`src/rtl/simon_pkg.sv`:
```
// Shared Simon 32/64 constants and FSM state type, used by the key schedule
// and the cipher round datapath.
package simon_pkg;

  localparam int WORD_W    = 16;
  localparam int KEY_WORDS = 4;
  localparam int ROUNDS    = 32;

  localparam logic [WORD_W-1:0] SIMON_C = 16'hFFFC;

  // z0 written with index 0 at the MSB so the literal reads like the published sequence
  localparam logic [61:0] Z0 = 62'b11111010001001010110000111001101111101000100101011000011100110;

  typedef enum logic [1:0] {
    ST_IDLE,
    ST_RUN,
    ST_DONE
  } state_t;

  function automatic logic z0_bit(input logic [5:0] idx);
    return Z0[6'd61 - idx];
  endfunction

endpackage

```
`src/rtl/simon_key_expand.sv`:
```
// Combinational Simon 32/64 key expansion step: k[i] from k[i-1], k[i-3],
// k[i-4] and the round's z0 bit.
module simon_key_expand
  import simon_pkg::*;
(
  input  logic [WORD_W-1:0] k_im1,
  input  logic [WORD_W-1:0] k_im3,
  input  logic [WORD_W-1:0] k_im4,
  input  logic              z_bit,
  output logic [WORD_W-1:0] k_i
);

  logic [WORD_W-1:0] tmp_a;
  logic [WORD_W-1:0] tmp_b;

  assign tmp_a = {k_im1[2:0], k_im1[WORD_W-1:3]} ^ k_im3;
  assign tmp_b = tmp_a ^ {tmp_a[0], tmp_a[WORD_W-1:1]};
  assign k_i   = SIMON_C ^ {{(WORD_W-1){1'b0}}, z_bit} ^ k_im4 ^ tmp_b;

endmodule

```
`src/rtl/key_gen.sv`:
```
// Simon 32/64 key schedule: expands a 64-bit key into 32 round keys, one per
// clock on round_key, with done marking k31.
module key_gen
  import simon_pkg::*;
(
  input  logic                 clk,
  input  logic                 reset,
  input  logic                 start,
  input  logic [63:0]          key,
  output logic [WORD_W-1:0]    round_key,
  output logic                 done
);

  state_t state_reg, state_next;
  logic [4:0] cnt_reg, cnt_next;
  logic       done_reg, done_next;

  // win_reg[0] is the key currently on round_key; win_reg[3] is the newest
  logic [KEY_WORDS-1:0][WORD_W-1:0] win_reg, win_next;
  logic [KEY_WORDS-1:0][WORD_W-1:0] key_words;
  logic [WORD_W-1:0]                new_word;
  logic                             z_bit;

  genvar gi;
  generate
    for (gi = 0; gi < KEY_WORDS; gi++) begin : g_key_words
      assign key_words[gi] = key[gi*WORD_W +: WORD_W];
    end
  endgenerate

  // While win_reg[0] holds k[c], the word being generated is k[c+4]
  assign z_bit = z0_bit({1'b0, cnt_reg});

  simon_key_expand u_expand (
    .k_im1 (win_reg[3]),
    .k_im3 (win_reg[1]),
    .k_im4 (win_reg[0]),
    .z_bit (z_bit),
    .k_i   (new_word)
  );

  always_ff @(posedge clk or negedge reset) begin
    if (!reset) begin
      state_reg <= ST_IDLE;
      cnt_reg   <= '0;
      done_reg  <= 1'b0;
      win_reg   <= '0;
    end else begin
      state_reg <= state_next;
      cnt_reg   <= cnt_next;
      done_reg  <= done_next;
      win_reg   <= win_next;
    end
  end

  always_comb begin
    state_next = state_reg;
    cnt_next   = cnt_reg;
    done_next  = done_reg;
    win_next   = win_reg;
    case (state_reg)
      ST_IDLE, ST_DONE: begin
        if (start) begin
          win_next   = key_words;
          cnt_next   = '0;
          done_next  = 1'b0;
          state_next = ST_RUN;
        end
      end
      ST_RUN: begin
        win_next = {new_word, win_reg[KEY_WORDS-1:1]};
        cnt_next = cnt_reg + 5'd1;
        if (cnt_reg == 5'(ROUNDS - 2)) begin
          done_next  = 1'b1;
          state_next = ST_DONE;
        end
      end
      default: state_next = ST_IDLE;
    endcase
  end

  assign round_key = win_reg[0];
  assign done      = done_reg;

endmodule

```
`config.mk`:
```
export PLATFORM = sky130hd
export DESIGN_NAME = key_gen
export DESIGN_NICKNAME = d
export VERILOG_FILES = /design/src/rtl/simon_pkg.sv /design/src/rtl/simon_key_expand.sv /design/src/rtl/key_gen.sv
export SDC_FILE = /design/constraint.sdc
export NUM_CORES = 1
export LEC_CHECK = 0
export ABC_CLOCK_PERIOD_IN_PS = 3550
export CORE_ASPECT_RATIO = 1.1
export CORE_MARGIN = 5
export CORE_UTILIZATION = 47
export CTS_CLUSTER_DIAMETER = 200
export DETAILED_ROUTE_END_ITERATION = 7
export PLACE_DENSITY_LB_ADDON = 0.1
export SLEW_MARGIN = 5
export SYNTH_ARGS = -nofsm -noshare
export SYNTH_HDL_FRONTEND = slang
export SYNTH_HIERARCHICAL = 1
export SYNTH_SLANG_ARGS = --single-unit
```
`constraint.sdc`:
```
create_clock -name clk -period 3.55 [get_ports clk]
set_clock_uncertainty 0.15 [all_clocks]
set_input_delay 0.355 -clock clk [delete_from_list [all_inputs] [get_ports clk]]
set_output_delay 0.355 -clock clk [all_outputs]
set_load 0.02 [all_outputs]
```
==> summary.txt <==
Synth
  – FF+latch count, synth: 72
  – Syn Area/Cell: 9.89 sq um
  – Post-synth EDFFs: 0
  – Yosys warns: 6
  – Yosys cell types: 38
  – Sequential-to-total area share from yosys stat: 45.3%
  – Synth Flop Type: dfrtp_1
  – Syn Inst Count: 402
  – Post-synthesis net count: 477
  – Synth async-reset ratio: 100%
  – Synthesized area: 3980 sq um

Power and ir drop
  – Clock power frac: 11.2%
  – Sw power: 2.21 mW
  – Power per Cell Area: 1130 nW/um^2
  – Peak supply drop: 440 uV
  – Comb pwr share: 58.2%
  – Total chip power: 5.61 mW
  – Static Leakage: 2.34 nW
  – Internal power: 3.39 mW
  – Flop pwr share: 30.6%
  – Sw Ratio: 39.5%

STA
  – Fin crit share: 79.8%
  – Final hold vios: 0
  – Slew margin rel.: 38.8%
  – Post-layout min period: 2.83 ns
  – Peak Freq: 0.353 GHz
  – Hold slack: 0.0738 ns
  – Setup violators final: 0
  – RSZ-0062 raised after global routing: false
  – Setup TNS: 0 ns
  – Worst slew pin tran: 0.917 ns
  – Slew Limit Fails: 0
  – Slack of the critical path: 0.716 ns

Clock network
  – Post-CTS Resized: 0
  – Clock Path Buffers: 2
  – Clock Pin Slew Worst Setup and Hold Paths: 0.08 ns
  – Hold Buf Count CTS: 0
  – TritonCTS Buffers: 9
  – H-tree depth: 3
  – Setup fix buffers added after clock tree synthesis: 0
  – Clock root buffer master: clkbuf_8
  – Clk sinks: 72
  – Clock Latency Late Sink: 0.33 ns
  – CTS tree: done

Setup path
  – Worst Path Max Fanout: 9
  – CP Launch Type: flip-flop
  – CP required: 3.62 ns
  – Critical path type: flip-flop to flip-flop
  – R2r startpoint: cnt_reg[1]
  – Reg2Reg Setup Slack: 0.72 ns
  – Reg2reg end: win_reg[48]
  – Critical Path Sink Type: flip-flop
  – R2R depth: 9
  – Worst EP arrival: 2.90 ns

Detailed routing
  – Drc violations: 0
  – Initial DRC count: 128
  – WL/cell: 15.9 um
  – DR pass1 iterations: 4
  – Vias per std cell: 5.32
  – ANT nets after route: 0
  – Routed wire length: 9160 um
  – Via Count: 3061

Placement
  – Placed cell count: 560
  – RePlAce Congestion: 0.824
  – DP Worst Slack: 0.749 ns
  – Port Buffer Count: 83
  – HPWL Detailed: 6370 um

Cells and area
  – Final std cells w/o fill: 575
  – Commonest non-fill, non-tap cell in the layout: nand2_1
  – Max reg flops: 48
  – Commonest cells after routing, fill and taps aside: 121 x nand2_1, 82 x clkdlybuf4s50_1, 72 x dfrtp_1
  – Layout cells sized above 1: 5.82%
  – FILL cells: 715
  – Diodes inserted: 0
  – Area growth syn-to-layout: 24.5%
  – Nets@finish: 535

Global routing
  – Initial antenna violation count: 0
  – GRT met1 Usage: 25.3%
  – Met3 usage: 4.86%
  – Most Crowded Layer GR: met2
  – Total grt overflow: 0
  – GRT Util Overall: 18.8%
  – Vias in the first global route: 3178
  – First-pass GRT wire length: 15800 um
  – Largest net degree at the start of global routing: 73
  – Met2 GRT Util: 31.1%

Run
  – Max-Cap Viols: 0

Die
  – Core area: 8320 sq um
  – Starting Density: 47.8%
  – Die Y: 106 um
  – I/O pins: 84
  – Die ar.: 10400 sq um
  – Std cell rows: 35
  – Die width: 97.7 um

Worst hold path
  – Worst hold path class: primary input to asynchronous set/reset pin

Status
  – Status: completed
kinds of logic after synthesis:
group	after synthesis	synth area share, %
XOR/XNOR	36	14.2
adder cells (fa/ha/maj)	8	2.52
buffers and inverters	45	6.64
AO/OA/AOI/OAI	82	14.9
multiplexers	2	0.818
AND/OR/NAND/NOR	157	15.7
flip-flops	72	45.3
cells in the mapped netlist, drive strengths merged, types with 6 or more instances:
cell      n  area, sq um
a22oi    56          420
o22ai     9         56.3
clkbuf   13         48.8
xnor3    15          338
xnor2     6         71.3
o21ai     7         35.0
nand2   121          454
buf      28          200
ha        8          100
dfrtp    72         1800
nor2     22         82.6
xor2     14          130
worst max-delay path, stage by stage, from the launching register on:
cell	delay (ns)
dfrtp_1	0.46
ha_1	0.50
or2b_1	0.26
a21boi_0	0.19
o21ai_0	0.13
a221o_1	0.33
xnor2_1	0.18
xnor3_1	0.33
o22ai_1	0.12
nor2_1	0.07
layout make-up:
cell class                      instances  area, sq um  share of cell area, %
Sequential cell                        72         1800                   36.4
Clock buffer                           11          141                   2.86
Clock inverter                          4         45.0                  0.910
Multi-Input combinational cell        285         1930                   39.0
Tap cell                              111          139                   2.81
Timing Repair Buffer                   88          876                   17.7
Inverter                                4         15.0                  0.303
per-layer routing:
layer / part of all wire, % / vias to the layer above
met4: 0.52 / 0
met3: 4.7 / 7
met2: 50 / 83
met1: 45 / 1494
li1: - / 1477
met5: 0 / -
worst max-delay path by stage:
stage	slack [ns]	from	cells after the start	to
after CTS	0.74	cnt_reg[1]	8	win_reg[48]
after global placement	0.80	cnt_reg[1]	8	win_reg[48]
after detailed placement	0.75	cnt_reg[1]	8	win_reg[48]
final	0.72	cnt_reg[1]	9	win_reg[48]
after floorplan	0.91	cnt_reg[1]	9	win_reg[48]
after global routing	0.60	cnt_reg[1]	9	win_reg[48]
power groups by stage:
| stage | clock, mW | combinational, mW | sequential, mW |
|---|---|---|---|
| after floorplan | 0 | 2.76 | 1.58 |
| after global placement | 0 | 3.21 | 1.72 |
| after detailed placement | 0 | 3.28 | 1.73 |
| after CTS | 0.647 | 3.30 | 1.72 |
| after global routing | 0.683 | 3.66 | 1.79 |
| final | 0.630 | 3.26 | 1.71 |
stage by stage:
stage               cell area [sq um]  util (%)
floorplan                        3980         -
CTS                              4950      59.5
detailed placement               4760      57.3
finish                           4950      59.5
global placement                 4760      57.3
global route                     4950      59.5
Note: power is estimated with default switching activity, not from simulation.
